## config.mk

```make
export PLATFORM = sky130hd
export DESIGN_NAME = start_menu_select
export DESIGN_NICKNAME = d
export VERILOG_FILES = /design/src/rtl/start_menu_select_pkg.sv /design/src/rtl/start_menu_select_btn_edge.sv /design/src/rtl/start_menu_select.sv
export SDC_FILE = /design/constraint.sdc
export NUM_CORES = 1
export LEC_CHECK = 0
export ABC_AREA = 1
export CAP_MARGIN = 15
export CORE_MARGIN = 2
export CORE_UTILIZATION = 45
export DETAILED_ROUTE_END_ITERATION = 7
export GPL_TIMING_DRIVEN = 0
export PLACE_DENSITY = 0.8
export SLEW_MARGIN = 20
export SYNTH_ARGS = -nofsm -noshare
export SYNTH_HDL_FRONTEND = slang
export SYNTH_SLANG_ARGS = --single-unit
```

## constraint.sdc

```tcl
create_clock -name clk -period 2.55 [get_ports clk]
set_clock_uncertainty 0.1 [all_clocks]
set_input_delay 0.255 -clock clk [delete_from_list [all_inputs] [get_ports clk]]
set_output_delay 0.255 -clock clk [all_outputs]
set_load 0.05 [all_outputs]
```

## src/rtl/start_menu_select_pkg.sv

```systemverilog
// Shared types and defaults for the start-screen menu selector.
// - start_menu_state_t : MENU (choosing), CONFIRM (blinking confirm), DONE (handed off)
// - geometry / colour defaults used as parameter defaults by start_menu_select
// - in_rect            : half-open rectangle membership test on 12-bit coordinates
package start_menu_select_pkg;

    typedef enum logic [1:0] {
        MENU,
        CONFIRM,
        DONE
    } start_menu_state_t;

    localparam int unsigned SCREEN_W         = 1024;
    localparam int unsigned SCREEN_H         = 768;

    localparam int unsigned OPT_X_DEF        = 412;
    localparam int unsigned OPT0_Y_DEF       = 300;
    localparam int unsigned OPT1_Y_DEF       = 400;
    localparam int unsigned BOX_W_DEF        = 200;
    localparam int unsigned BOX_H_DEF        = 60;
    localparam int unsigned BORDER_DEF       = 3;
    localparam int unsigned BLINK_FRAMES_DEF = 30;
    localparam int unsigned CONF_FRAMES_DEF  = 60;
    localparam logic [11:0] HL_COLOR_DEF     = 12'hFF0;

    // True when (x,y) lies in [x0, x0+w) x [y0, y0+h).
    function automatic logic in_rect(
        input logic [11:0] x,
        input logic [11:0] y,
        input logic [11:0] x0,
        input logic [11:0] y0,
        input logic [11:0] w,
        input logic [11:0] h
    );
        return (x >= x0) && (x < x0 + w) && (y >= y0) && (y < y0 + h);
    endfunction

endpackage

```

## src/rtl/start_menu_select_btn_edge.sv

```systemverilog
// Rising-edge detector for the three menu buttons.
// - clk   : pixel clock
// - rst   : synchronous active-high reset (clears the previous-level register)
// - btn   : debounced button levels {enter, down, up}
// - pulse : one-cycle event per rising edge, same bit order as btn
module menu_btn_edge (
    input  logic       clk,
    input  logic       rst,
    input  logic [2:0] btn,
    output logic [2:0] pulse
);

    logic [2:0] btn_q;

    always_ff @(posedge clk) begin
        if (rst) begin
            btn_q <= '0;
        end else begin
            btn_q <= btn;
        end
    end

    assign pulse = btn & ~btn_q;

endmodule

```

## src/rtl/start_menu_select.sv

```systemverilog
// Start-screen menu selector: overlays a blinking highlight frame on the
// selected option box of the incoming VGA stream, tracks up/down selection,
// runs the confirm sequence and issues a one-cycle start_game pulse.
// - clk, rst          : pixel clock, synchronous active-high reset
// - menu_en           : start screen active; low forces pass-through and MENU
// - btn_up/down/enter : debounced button levels
// - in_*              : incoming VGA stream (timing + rgb)
// - out_*             : same stream registered one cycle, rgb possibly replaced
// - start_game        : one-cycle pulse when the confirm sequence completes
// - mode_sel          : committed selection, stable while start_game is high
module start_menu_select
    import start_menu_select_pkg::*;
#(
    parameter int unsigned OPT_X        = OPT_X_DEF,
    parameter int unsigned OPT0_Y       = OPT0_Y_DEF,
    parameter int unsigned OPT1_Y       = OPT1_Y_DEF,
    parameter int unsigned BOX_W        = BOX_W_DEF,
    parameter int unsigned BOX_H        = BOX_H_DEF,
    parameter int unsigned BORDER       = BORDER_DEF,
    parameter int unsigned BLINK_FRAMES = BLINK_FRAMES_DEF,
    parameter int unsigned CONF_FRAMES  = CONF_FRAMES_DEF,
    parameter logic [11:0] HL_COLOR     = HL_COLOR_DEF
) (
    input  logic        clk,
    input  logic        rst,
    input  logic        menu_en,
    input  logic        btn_up,
    input  logic        btn_down,
    input  logic        btn_enter,
    input  logic [10:0] in_hcount,
    input  logic [10:0] in_vcount,
    input  logic        in_hsync,
    input  logic        in_vsync,
    input  logic        in_hblnk,
    input  logic        in_vblnk,
    input  logic [11:0] in_rgb,
    output logic [10:0] out_hcount,
    output logic [10:0] out_vcount,
    output logic        out_hsync,
    output logic        out_vsync,
    output logic        out_hblnk,
    output logic        out_vblnk,
    output logic [11:0] out_rgb,
    output logic        start_game,
    output logic        mode_sel
);

    if ((OPT_X + BOX_W > SCREEN_W) || (OPT0_Y + BOX_H > SCREEN_H) ||
        (OPT1_Y + BOX_H > SCREEN_H)) begin : g_bad_geometry
        $error("start_menu_select: option box extends past the visible screen");
    end
    if ((2 * BORDER >= BOX_W) || (2 * BORDER >= BOX_H)) begin : g_bad_border
        $error("start_menu_select: BORDER too thick for the box size");
    end
    if ((BLINK_FRAMES < 1) || (CONF_FRAMES < 4)) begin : g_bad_frames
        $error("start_menu_select: BLINK_FRAMES must be >= 1 and CONF_FRAMES >= 4");
    end

    localparam int unsigned CNT_MAX = (BLINK_FRAMES > CONF_FRAMES) ? BLINK_FRAMES : CONF_FRAMES;
    localparam int unsigned CNT_W   = $clog2(CNT_MAX + 1);

    localparam logic [11:0] BOX_X0  = 12'(OPT_X);
    localparam logic [11:0] BOX_Y0  = 12'(OPT0_Y);
    localparam logic [11:0] BOX_Y1  = 12'(OPT1_Y);
    localparam logic [11:0] BOX_WW  = 12'(BOX_W);
    localparam logic [11:0] BOX_HH  = 12'(BOX_H);
    localparam logic [11:0] BRD     = 12'(BORDER);
    localparam logic [11:0] INNER_W = 12'(BOX_W - 2 * BORDER);
    localparam logic [11:0] INNER_H = 12'(BOX_H - 2 * BORDER);

    // ---------------------------------------------------------------
    // Button events and frame tick
    // ---------------------------------------------------------------
    logic [2:0] btn_ev;
    logic       up_ev;
    logic       down_ev;
    logic       enter_ev;

    menu_btn_edge u_btn_edge (
        .clk   (clk),
        .rst   (rst),
        .btn   ({btn_enter, btn_down, btn_up}),
        .pulse (btn_ev)
    );

    assign up_ev    = btn_ev[0];
    assign down_ev  = btn_ev[1];
    assign enter_ev = btn_ev[2];

    logic vblnk_q;
    logic frame_tick;

    always_ff @(posedge clk) begin
        if (rst) begin
            vblnk_q <= 1'b0;
        end else begin
            vblnk_q <= in_vblnk;
        end
    end

    assign frame_tick = in_vblnk & ~vblnk_q;

    // ---------------------------------------------------------------
    // Menu FSM: state, shared frame counter, blink phase, start pulse
    // ---------------------------------------------------------------
    start_menu_state_t state;
    start_menu_state_t state_n;
    logic [CNT_W-1:0]  cnt;
    logic [CNT_W-1:0]  cnt_n;
    logic              blink_on;
    logic              blink_n;
    logic              start_n;

    always_ff @(posedge clk) begin
        if (rst) begin
            state      <= MENU;
            cnt        <= '0;
            blink_on   <= 1'b1;
            start_game <= 1'b0;
        end else begin
            state      <= state_n;
            cnt        <= cnt_n;
            blink_on   <= blink_n;
            start_game <= start_n;
        end
    end

    always_comb begin
        state_n = state;
        cnt_n   = cnt;
        blink_n = blink_on;
        start_n = 1'b0;
        if (!menu_en) begin
            state_n = MENU;
            cnt_n   = '0;
            blink_n = 1'b1;
        end else begin
            unique case (state)
                MENU: begin
                    if (enter_ev) begin
                        state_n = CONFIRM;
                        cnt_n   = '0;
                        blink_n = 1'b1;
                    end else if (frame_tick) begin
                        if (cnt == CNT_W'(BLINK_FRAMES - 1)) begin
                            cnt_n   = '0;
                            blink_n = ~blink_on;
                        end else begin
                            cnt_n = cnt + CNT_W'(1);
                        end
                    end
                end
                CONFIRM: begin
                    if (frame_tick) begin
                        if (cnt == CNT_W'(CONF_FRAMES - 1)) begin
                            state_n = DONE;
                            cnt_n   = '0;
                            start_n = 1'b1;
                        end else begin
                            cnt_n = cnt + CNT_W'(1);
                            // Fast blink: flip on every 4th tick of the confirm count.
                            if (cnt[1:0] == 2'b11) begin
                                blink_n = ~blink_on;
                            end
                        end
                    end
                end
                DONE: begin
                end
                default: begin
                    state_n = MENU;
                end
            endcase
        end
    end

    // ---------------------------------------------------------------
    // Selection: events update a pending choice that is committed only
    // at a frame tick so the highlight never moves mid-frame.
    // ---------------------------------------------------------------
    logic sel_pending;

    always_ff @(posedge clk) begin
        if (rst) begin
            sel_pending <= 1'b0;
            mode_sel    <= 1'b0;
        end else if (!menu_en || ((state == MENU) && enter_ev)) begin
            // Leaving the menu (or confirming) drops any uncommitted choice.
            sel_pending <= mode_sel;
        end else begin
            if ((state == MENU) && (up_ev ^ down_ev)) begin
                sel_pending <= down_ev;
            end
            if (frame_tick) begin
                mode_sel <= sel_pending;
            end
        end
    end

    // ---------------------------------------------------------------
    // Overlay and output register
    // ---------------------------------------------------------------
    logic [11:0] px_x;
    logic [11:0] px_y;
    logic [11:0] box_top;
    logic        in_outer;
    logic        in_inner;
    logic        highlight;

    always_comb begin
        px_x      = {1'b0, in_hcount};
        px_y      = {1'b0, in_vcount};
        box_top   = mode_sel ? BOX_Y1 : BOX_Y0;
        in_outer  = in_rect(px_x, px_y, BOX_X0, box_top, BOX_WW, BOX_HH);
        in_inner  = in_rect(px_x, px_y, BOX_X0 + BRD, box_top + BRD, INNER_W, INNER_H);
        highlight = in_outer && !in_inner && blink_on && (state != DONE) &&
                    menu_en && !in_hblnk && !in_vblnk;
    end

    always_ff @(posedge clk) begin
        if (rst) begin
            out_hcount <= '0;
            out_vcount <= '0;
            out_hsync  <= 1'b0;
            out_vsync  <= 1'b0;
            out_hblnk  <= 1'b0;
            out_vblnk  <= 1'b0;
            out_rgb    <= '0;
        end else begin
            out_hcount <= in_hcount;
            out_vcount <= in_vcount;
            out_hsync  <= in_hsync;
            out_vsync  <= in_vsync;
            out_hblnk  <= in_hblnk;
            out_vblnk  <= in_vblnk;
            out_rgb    <= highlight ? HL_COLOR : in_rgb;
        end
    end

endmodule

```

==> summary.md, run 1 <==
| Metric | Value |
|---|---|
| Die W | 76.3 um |
| Post-Syn Nets | 379 |
| Cts bufs inserted | 5 |
| Post-CTS Resized | 0 |
| Setup total negative slack | 0 ns |
| DR DRC count | 0 |
| Final GP Congestion | 0.834 |
| Synth async-reset ratio | 0% |
| Synth Register Bits | 53 |
| Maximum vdd drop | 0.288 mV |
| Routed WL | 5140 um |
| Area Overhead vs Synth | 43.0% |
| Global-route wire length before repair | 8870 um |
| Post-route ant nets | 0 |
| I/O pins | 84 |
| CP arrival | 2.25 ns |
| NetSw | 0.000546 W |
| Postcts setup bufs | 0 |
| Switch share | 30.7% |
| Synth Cell Area | 0.00235 mm^2 |
| Die H | 76.3 um |
| RSZ-0062 raised after global routing | false |
| CTS max path bufs | 2 |
| WS Path Type | reg2reg |
| Post-synthesis sequential area ratio | 45.1% |
| Max Cap Violations | 0 |
| Synth Area per Inst | 7.25 um^2 |
| Worst-Margin Slew | 0.547 ns |
| Worst Slack Setup Final | 0.450 ns |
| Clock-pin slew on the worst setup and hold paths | 0.10 ns |
| PortBufs | 83 |
| Max-slew violations | 0 |
| Leakage | 1.55 nW |
| Post-Place Worst Slack | 0.356 ns |
| Vias | 2142 |
| CP Data Required Time | 2.70 ns |
| GR Overflow Total | 0 |
| Synth top area share | 45.1% |
| GRT Util Overall | 18.8% |
| Initial antenna violation count | 0 |
| Synth area leaders | dfxtp_1 (45%), inv_1 (10%), nand2_1 (9.9%) |
| Hold WC Path Type | reg2reg |
| Clock Root Buffer | clkbuf_8 |
| Critical path capture point type | register |
| Die area | 0.00583 mm^2 |
| Clk_lat worst skew | 0.31 ns |
| CTS tree | built |
| Post-route minimum period | 2.10 ns |
| Fmax | 476 MHz |
| Status | complete, no violations |
| Post-DP HPWL | 4100 um |
| Clock sinks | 53 |
| Wire per inst | 10.6 um |
| Diodes inserted | 0 |
| # rows | 26 |
| Warnings from Yosys | 0 |
| Initial DRC count | 74 |
| DRT Pass-1 Iters | 4 |
| Pin count of the biggest net entering global routing | 19 |
| Startpoint types | register |
| EDFF count, synth | 0 |
| Fin nets | 469 |
| Vias/cell | 4.41 |
| Synth top cells by count | inv_1 (65), nand2_1 (62), nor2_1 (60) |
| Initial Utilization | 46.4% |
| Worst-path fanout max | 9 |
| Primary FF master, synth | dfxtp_1 |
| Core ar. | 0.00507 mm^2 |
| H-tree levels | 2 |
| Fin cells | 486 |
| Count leader, synth | inv_1 |
| Distinct cells, synth | 28 |
| Final setup violation count | 0 |
| Clk pwr share | 27.2% |
| Cell-internal power | 0.00123 W |
| Hold Buf Count CTS | 0 |
| Final period utilization | 82.3% |
| Vias in the first global route | 2019 |
| Slew headroom | 63.5% |
| Sequential power share | 49.6% |
| Pwr Density | 527 mW/mm^2 |
| Cell taking the most area after synthesis | dfxtp_1 |
| Share of cells above drive strength 1 | 9.13% |
| Gate power share | 23.2% |
| Final hold vios | 0 |
| Mapped Cells | 325 |
| Placed cell count | 478 |
[worst max-delay path, stage by stage (launching register included)]
cell and delay, ns:
dfxtp_1 0.48, inv_1 0.18, ha_1 0.34, nand2_1 0.07, nand2_1 0.05, nand2_1 0.05, nand2_1 0.05, nand2_1 0.06
nand2_1 0.06, nor2_1 0.19, nor2_4 0.07, nand2_4 0.17, nand2_4 0.10, nor2_2 0.08
[sequential cells by signal, indices dropped and copies added (netlist names), 2 cells and up]
register / count
out_rgb: 12
u_btn_edge.btn_q: 3
out_vcount: 11
cnt: 6
state: 2
out_hcount: 11
[path summary, 6_finish.rpt]
path	start	to	slack, ns	depth (start not counted)
worst max-delay path	mode_sel	out_rgb[3]	0.45	13
worst min-delay path	out_vblnk	start_game	0.36	1
worst max register to register	mode_sel	out_rgb[3]	0.45	13
worst min register to register	out_vblnk	start_game	0.36	1
[metal layers]
metal / global-route usage, % / routed length (um)
met1: 22.3 / 2310
met2: 31.2 / 2320
met3: 6.87 / 413
met4: 6.91 / 97
met5: 0 / 0
[per-stage QoR]
step	hold slack [ns]	power (W)	util (%)	cell area, um^2
finish	0.356	0.00177	66.3	3370
floorplan	0.262	0.00114	-	2350
CTS	0.352	0.00180	66.3	3370
global placement	0.349	0.00130	64.5	3270
detailed placement	0.346	0.00131	64.5	3270
global route	0.366	0.00186	66.3	3370
[cells by family (layout without fill, tap and decap cells)]
family | count (synthesis) | in the layout | synth area share (%)
simple gates | 157 | 157 | 28.8
buf+inv | 74 | 165 | 11.8
xor+xnor | 3 | 3 | 1.12
fa+ha+maj | 10 | 10 | 5.31
flops | 53 | 53 | 45.1
compound gates | 28 | 28 | 7.86
[cell usage in the layout, fill, tap and decap left out, types with 5 or more instances in the layout]
master	netlist	routed
a21oi_1	8	8
nand3_1	13	13
nand2_1	62	62
nor2_1	60	60
nor2_2	7	7
a21oi_2	8	8
clkbuf_8	0	5
o21ai_0	6	6
inv_2	5	5
clkdlybuf4s50_1	0	83
dfxtp_1	53	53
ha_1	10	10
inv_1	65	65
[power groups by stage]
| stage | sequential, W | clock [W] | combinational [W] |
|---|---|---|---|
| CTS | 0.000881 | 0.000501 | 0.000414 |
| global route | 0.000885 | 0.000533 | 0.000447 |
| floorplan | 0.00102 | 0 | 0.000128 |
| detailed placement | 0.000900 | 0 | 0.000412 |
| finish | 0.000880 | 0.000482 | 0.000412 |
| global placement | 0.000899 | 0 | 0.000405 |
[layout make-up]
type	instances	area, um^2
fillers	462	1710
multi-input cells	198	1010
clock buffers	5	68.8
inverters	70	263
repair buffers	83	831
clock inverters	3	25.0
well taps	70	87.6
plain buffers	4	16.3
flip-flops and latches	53	1060
Power figures use the tool's default switching activity.
==> run 2: changes to the inputs <==
Settings changed: CORE_UTILIZATION 45 to 40, PLACE_DENSITY 0.8 to 0.75.
Clock period 2.55 ns to 1.76 ns, I/O delays scaled along.
==> run 2 against run 1 <==
Against the previous run:
- the flow now finishes with violations (setup timing)
- critical path depth increased by 1
- cell count increased by 1.6%
- total power increased by 50%
- maximum frequency increased by 14%
- final area increased by 5.0%
- register-to-register slack got worse by 0.53 ns
- clock-buffer cell count increased by 2
==> summary.md, run 2 (synthesis results as in run 1) <==
| Metric | Value |
|---|---|
| Status | finished with violations (was complete, no violations) |
| Violated checks | setup timing |
| Die area | 0.00652 mm^2 (was 0.00583 mm^2) |
| Worst-Margin Slew | 0.542 ns (was 0.547 ns) |
| CP arrival | 1.98 ns (was 2.25 ns) |
| Wire per inst | 11.1 um (was 10.6 um) |
| Hold WC Path Type | in2reg (was reg2reg) |
| Post-Place Worst Slack | -0.394 ns (was 0.356 ns) |
| Clock Root Buffer | clkbuf_8 (unchanged) |
| Post-route minimum period | 1.84 ns (was 2.10 ns) |
| Commonest cells after routing, fill and taps aside | clkdlybuf4s50_1 (77), inv_1 (64), nand2_1 (59) (was clkdlybuf4s50_1 (83), inv_1 (65), nand2_1 (62)) |
| Post-route ant nets | 0 (unchanged) |
| Hold Crit Endpoint | out_vsync (was start_game) |
| CP Data Required Time | 1.91 ns (was 2.70 ns) |
| Worst Slack Setup Final | -0.0777 ns (was 0.450 ns) |
| H-tree levels | 2 (unchanged) |
| Largest register FFs | 12 (unchanged) |
| DRT Pass-1 Iters | 4 (unchanged) |
| Clk_lat worst skew | 0.30 ns (was 0.31 ns) |
| Worst path top cell family by delay | simple AND/OR/NAND/NOR gates (unchanged) |
| Cell breakdown of the critical path | inv_8, ha_4, nand2_1, nand2_1, nand2_1, nand2_1, nand2_1, nand2_1, nor2_1, nor2_1, nand2_2, nand2_4, nand2_4, nor2_2 (was inv_1, ha_1, nand2_1, nand2_1, nand2_1, nand2_1, nand2_1, nand2_1, nor2_1, nor2_4, nand2_4, nand2_4, nor2_2) |
| Initial antenna violation count | 0 (unchanged) |
| Hold Buf Count CTS | 0 (unchanged) |
| Max incr delay on CP | 0.42 ns (was 0.48 ns) |
| WS Path Type | reg2reg (unchanged) |
| Clock-pin slew on the worst setup and hold paths | 0.09 ns (was 0.10 ns) |
| Vias | 2183 (was 2142) |
| Global-route wire length before repair | 9050 um (was 8870 um) |
| Initial Utilization | 42.0% (was 46.4%) |
| # rows | 27 (was 26) |
| Vias in the first global route | 2074 (was 2019) |
| Reg2reg start | mode_sel (unchanged) |
| Startpoint types | register (unchanged) |
| Hold slack | 0.285 ns (was 0.356 ns) |
| Pin count of the biggest net entering global routing | 17 (was 19) |
| Slowest cell on the critical path | dfxtp_4 (was dfxtp_1) |
| Leakage | 1.66 nW (was 1.55 nW) |
| Final hold vios | 0 (unchanged) |
| Max Cap Violations | 0 (unchanged) |
| Final GP Congestion | 0.892 (was 0.834) |
| Fin nets | 475 (was 469) |
| Clock sinks | 53 (unchanged) |
| Routed WL | 5460 um (was 5140 um) |
| Worst-path fanout max | 5 (was 9) |
| Final Util | 63.0% (was 66.3%) |
| R2R Path End | out_rgb[0] (was out_rgb[3]) |
| CTS max path bufs | 2 (unchanged) |
| Largest regs | out_rgb: 12 flops, out_hcount: 11 flops, out_vcount: 11 flops (unchanged) |
| Most frequent CP cell | nand2_1 (unchanged) |
| RSZ-0062 raised after global routing | true (was false) |
| Reg2Reg Depth | 14 (was 13) |
| DR DRC count | 0 (unchanged) |
| Top reg by flops | out_rgb (unchanged) |
| Core ar. | 0.00561 mm^2 (was 0.00507 mm^2) |
| Share of cells above drive strength 1 | 13.7% (was 9.13%) |
| Final period utilization | 104% (was 82.3%) |
| Post-DP HPWL | 4240 um (was 4100 um) |
| Diodes inserted | 0 (unchanged) |
| PortBufs | 83 (unchanged) |
| GR Overflow Total | 0 (unchanged) |
| R2R setup slack | -0.08 ns (was 0.45 ns) |
| Die W | 80.7 um (was 76.3 um) |
| Slew headroom | 63.8% (was 63.5%) |
| Hold Path Origin | in_vsync (was out_vblnk) |
| Cts bufs inserted | 5 (unchanged) |
| Commonest non-fill, non-tap cell in the layout | clkdlybuf4s50_1 (unchanged) |
| Initial DRC count | 74 (unchanged) |
| CTS tree | built (unchanged) |
| Vias/cell | 4.42 (was 4.41) |
| I/O pins | 84 (unchanged) |
| Pwr Density | 754 mW/mm^2 (was 527 mW/mm^2) |
| Maximum vdd drop | 0.363 mV (was 0.288 mV) |
| Critical path capture point type | register (unchanged) |
| Fmax | 544 MHz (was 476 MHz) |
| Max-slew violations | 0 (unchanged) |
| Area Overhead vs Synth | 50.1% (was 43.0%) |
| Die H | 80.7 um (was 76.3 um) |
| GRT Util Overall | 17.6% (was 18.8%) |
| Final setup violation count | 12 (was 0) |
| Worst Path Buf+Inv | 1 (unchanged) |
| Hold depth | 3 (was 1) |
## run 2: cell count changes in the layout (fill, tap and decap cells not counted), moves of 3 or more
cell             delta
buf_4               +5
clkdlybuf4s50_1     -6
dlymetal6s2s_1      +4
ha_1                -5
ha_4                +5
nand2_1             -3
nand2_2             +3
## run 2: final cells by class
type                       count  area (um^2)
buffer                         4         16.3
multi-input combinational    199         1110
sequential                    53         1070
timing repair buffer          88          876
clock inverter                 1         8.76
fill                         506         2070
clock buffer                   7         97.6
inverter                      70          270
tap                           72         90.1
## run 2: per-layer routing
layer / GRT usage (%) / vias up / share of wire, %
met5: 0 / - / 0
met4: 4.92 / 0 / 1.1
met3: 4.61 / 6 / 6.4
met2: 30.9 / 64 / 49
met1: 21.2 / 954 / 43
li1: - / 1159 / -
## run 2: power breakdown
part           total, W  internal [W]  switching, W  leakage, nW
logic          0.000631      0.000256      0.000375         1.17
clock network  0.000759      0.000370      0.000389       0.0536
registers       0.00128       0.00126     0.0000206        0.440
total           0.00267       0.00188      0.000785         1.66
## run 2: stage by stage
stage                     total power (W)  std cells  setup TNS [ns]  instance area [um^2]
after global placement            0.00190        480           -3.75                  3320
after CTS                         0.00269        491          -0.552                  3460
after detailed placement          0.00191        480           -4.59                  3320
after floorplan                   0.00166        325               0                  2400
final                             0.00267        494          -0.546                  3530
after global routing              0.00281        494           -1.98                  3530
## run 2: how the worst max path moves through the flow
stage	from	to	slack (ns)	cells after the start
after global routing	mode_sel	out_rgb[0]	-0.20	14
after global placement	in_vcount[2]	out_rgb[2]	-0.32	13
after detailed placement	in_vcount[3]	out_rgb[0]	-0.39	13
after floorplan	mode_sel	out_rgb[0]	0.001	12
after CTS	mode_sel	out_rgb[0]	-0.08	12
final	mode_sel	out_rgb[0]	-0.08	14
## run 2: what timing repair did
item                                    4_1_cts  5_1_grt
endpoints found under the setup margin       14       23
resized for setup                             6       12
cloned                                        1        0
pin swaps                                     4        2
setup buffers                                 2        3
## run 2: worst register-to-register path: stages, from the launching register on
cell and delay, ns:
dfxtp_4 0.42, inv_8 0.06, ha_4 0.27, nand2_1 0.05
nand2_1 0.08, nand2_1 0.05, nand2_1 0.05, nand2_1 0.05
nand2_1 0.08, nor2_1 0.05, nor2_1 0.13, nand2_2 0.10
nand2_4 0.13, nand2_4 0.09, nor2_2 0.08
==> run 3: changes to the inputs <==
Settings changed: ABC_AREA 1 to not set, PLACE_DENSITY 0.75 to 0.76.
==> run 3 against run 2 <==
Against the previous run:
- the flow still finishes with violations (setup timing)
- via count shrank 7.8%
- clock-buffer cell count is 1 higher
- maximum frequency decreased by 17%
- die area down 3.7%
- first-iteration DRC count shrank 16%
- critical path depth shrank 6
- clock power rose by 4.0%
- hold slack worse by 0.21 ns
- global-route usage grew 0.39 points
- critical path type unchanged
- critical endpoint is now out_rgb[11]
- largest power group unchanged
==> summary.md, run 3 <==
| Metric | Value |
|---|---|
| Status | finished with violations (unchanged) |
| Violated checks | setup timing (unchanged) |
| Vias/cell | 4.97 (was 4.42) |
| Final period utilization | 125% (was 104%) |
| GR Overflow Total | 0 (unchanged) |
| CP arrival | 2.32 ns (was 1.98 ns) |
| Initial Utilization | 41.3% (was 42.0%) |
| Pin count of the biggest net entering global routing | 16 (was 17) |
| Synth async-reset ratio | 0% (unchanged) |
| Die W | 79.2 um (was 80.7 um) |
| Hold WC Path Type | in2reg (unchanged) |
| CTS tree | built (unchanged) |
| Top reg by flops | out_rgb (unchanged) |
| Cts bufs inserted | 5 (unchanged) |
| R2R Path End | out_rgb[11] (was out_rgb[0]) |
| Primary FF master, synth | dfxtp_1 (unchanged) |
| Final hold vios | 0 (unchanged) |
| Reg2reg start | mode_sel (unchanged) |
| Final GP Congestion | 0.821 (was 0.892) |
| Largest register FFs | 12 (unchanged) |
| Maximum vdd drop | 0.371 mV (was 0.363 mV) |
| RSZ-0062 raised after global routing | true (unchanged) |
| Clock-pin slew on the worst setup and hold paths | 0.10 ns (was 0.09 ns) |
| Critical path capture point type | register (unchanged) |
| PortBufs | 83 (unchanged) |
| R2R setup slack | -0.44 ns (was -0.08 ns) |
| Vias | 2013 (was 2183) |
| Die area | 0.00627 mm^2 (was 0.00652 mm^2) |
| Synth Area per Inst | 9.63 um^2 (was 7.25 um^2) |
| Global-route wire length before repair | 8940 um (was 9050 um) |
| Post-route ant nets | 0 (unchanged) |
| Cell taking the most area after synthesis | dfxtp_1 (unchanged) |
| Final setup violation count | 12 (unchanged) |
| Core ar. | 0.00547 mm^2 (was 0.00561 mm^2) |
| Share of cells above drive strength 1 | 14.4% (was 13.7%) |
| Commonest cells after routing, fill and taps aside | clkdlybuf4s50_1 (78), dfxtp_1 (48), nor2b_1 (30) (was clkdlybuf4s50_1 (77), inv_1 (64), nand2_1 (59)) |
| Worst Slack Setup Final | -0.445 ns (was -0.0777 ns) |
| Mapped Cells | 235 (was 325) |
| Distinct cells, synth | 47 (was 28) |
| CP Data Required Time | 1.88 ns (was 1.91 ns) |
| Warnings from Yosys | 0 (unchanged) |
| Diodes inserted | 0 (unchanged) |
| DRT Pass-1 Iters | 4 (unchanged) |
| Commonest non-fill, non-tap cell in the layout | clkdlybuf4s50_1 (unchanged) |
| EDFF count, synth | 0 (unchanged) |
| CP endpoint | out_rgb[11] (was out_rgb[0]) |
| H-tree levels | 2 (unchanged) |
| Fin nets | 386 (was 475) |
| Largest regs | out_rgb: 12 flops, out_hcount: 11 flops, out_vcount: 11 flops (unchanged) |
| Area taken by multi-input logic gates | 0.00121 mm^2 (was 0.00111 mm^2) |
| Clock sinks | 53 (unchanged) |
| Startpoint types | register (unchanged) |
| Clock Root Buffer | clkbuf_8 (unchanged) |
| Post-route minimum period | 2.20 ns (was 1.84 ns) |
| Post-DP HPWL | 4100 um (was 4240 um) |
| Initial antenna violation count | 0 (unchanged) |
| Reg2Reg Depth | 8 (was 14) |
| Area Overhead vs Synth | 53.9% (was 50.1%) |
| Pwr Total | 0.00267 W (about the same) |
| Synth Cell Area | 0.00226 mm^2 (was 0.00235 mm^2) |
| I/O pins | 84 (unchanged) |
| Critical Path Start | mode_sel (unchanged) |
| Die H | 79.2 um (was 80.7 um) |
| GRT Util Overall | 18.0% (was 17.6%) |
| Post-Place Worst Slack | -0.811 ns (was -0.394 ns) |
| Max-slew violations | 0 (unchanged) |
| Max Cap Violations | 0 (unchanged) |
| Slew headroom | 64.5% (was 63.8%) |
| DR DRC count | 0 (unchanged) |
| Final Util | 63.6% (was 63.0%) |
| Worst-path fanout max | 5 (unchanged) |
| Count leader, synth | dfxtp_1 (was inv_1) |
| WS Path Type | reg2reg (unchanged) |
| Leakage | 1.38 nW (was 1.66 nW) |
| Initial DRC count | 62 (was 74) |
| Synth top area share | 46.9% (was 45.1%) |
| # rows | 27 (unchanged) |
| Clk_lat worst skew | 0.30 ns (about the same) |
| Synth area leaders | dfxtp_1 (47%), nor2b_1 (8.3%), ha_1 (5.5%) (was dfxtp_1 (45%), inv_1 (10%), nand2_1 (9.9%)) |
| Hold Path Origin | btn_enter (was in_vsync) |
| Vias in the first global route | 1861 (was 2074) |
| Routed WL | 5450 um (was 5460 um) |
| Pwr Density | 766 mW/mm^2 (was 754 mW/mm^2) |
| Fmax | 454 MHz (was 544 MHz) |
| Storage cell area | 0.00107 mm^2 (about the same) |
| Synth top cells by count | dfxtp_1 (53), nor2b_1 (30), nor2_1 (23) (was inv_1 (65), nand2_1 (62), nor2_1 (60)) |
| Post-synthesis sequential area ratio | 46.9% (was 45.1%) |
| CTS max path bufs | 2 (unchanged) |
| Worst-Margin Slew | 0.529 ns (was 0.542 ns) |
| Post-Syn Nets | 289 (was 379) |
| # fillers | 463 (was 506) |
| Synth Register Bits | 53 (unchanged) |
| Wire per inst | 13.5 um (was 11.1 um) |
==> run 3: cell count changes after synthesis, sizes merged, moves of 5 or more <==
cell,delta
nand3,-10
nand2,-56
a21oi,-9
nor2,-46
a221oi,+8
nor3,+5
o211ai,+8
inv,-56
nor2b,+30
==> run 3: layout make-up <==
type | instances | area share [%]
Inverter | 14 | 1.65
Tap cell | 72 | 2.59
Sequential cell | 53 | 30.9
Timing Repair Buffer | 91 | 25.8
Buffer | 6 | 1.01
Multi-Input combinational cell | 161 | 34.9
Clock buffer | 8 | 3.20
==> run 3: how the worst min path moves through the flow <==
stage | to | slack [ns] | cells after the start
after CTS | out_vcount[2] | 0.20 | 3
after global placement | cnt[5] | 0.41 | 2
final | u_btn_edge.btn_q[2] | 0.07 | 2
after global routing | u_btn_edge.btn_q[2] | 0.10 | 2
after detailed placement | cnt[5] | 0.42 | 2
after floorplan | out_vblnk | 0.20 | 1
==> run 3: worst max-delay path: stages, from the launching register on <==
cell	delay, ns
dfxtp_4	0.39
inv_6	0.05
ha_4	0.25
or3b_1	0.34
a21o_1	0.17
a32oi_1	0.19
o211ai_1	0.20
buf_4	0.21
a221oi_2	0.23
==> run 3: kinds of logic (layout without fill, tap and decap cells) <==
group                    after synthesis  in the layout  synth area share [%]
multiplexers                           1              1                 0.442
adder cells (fa/ha/maj)               10             10                  5.53
AO/OA/AOI/OAI                         49             49                  16.6
flip-flops                            53             53                  46.9
AND/OR/NAND/NOR                       97             97                  24.7
XOR/XNOR                               4              4                  1.55
buffers and inverters                 21            119                  4.20
==> run 3: timing repair <==
item | in CTS | in global routing
gates cloned | 1 | 0
pin swaps | 5 | 6
hold buffers | 0 | 0
endpoints found under the setup margin | 20 | 25
gates resized for setup | 14 | 11
buffers inserted | 7 | 0
==> run 3: metrics by stage <==
stage	cell area (um^2)	TNS (ns)	hold WS (ns)	instances
3_3_place_gp	3250	-12.16	0.405	390
6_report	3480	-5.06	0.0705	405
4_1_cts	3460	-5.27	0.195	406
5_1_grt	3480	-6.40	0.102	405
3_5_place_dp	3250	-12.53	0.422	390
2_1_floorplan	2330	-4.53	0.204	235
==> run 3: layer usage <==
| metal | GRT usage (%) | vias to the layer above | wire length (um) |
|---|---|---|---|
| met5 | 0 | - | 0 |
| met4 | 5.17 | 0 | 64 |
| met3 | 3.86 | 5 | 265 |
| met2 | 30.8 | 58 | 2620 |
| met1 | 22.8 | 924 | 2510 |
| li1 | - | 1026 | - |
==> run 3: power breakdown <==
group          switching, W  internal [W]
clock network      0.000382      0.000407
registers         0.0000246       0.00125
logic              0.000341      0.000259
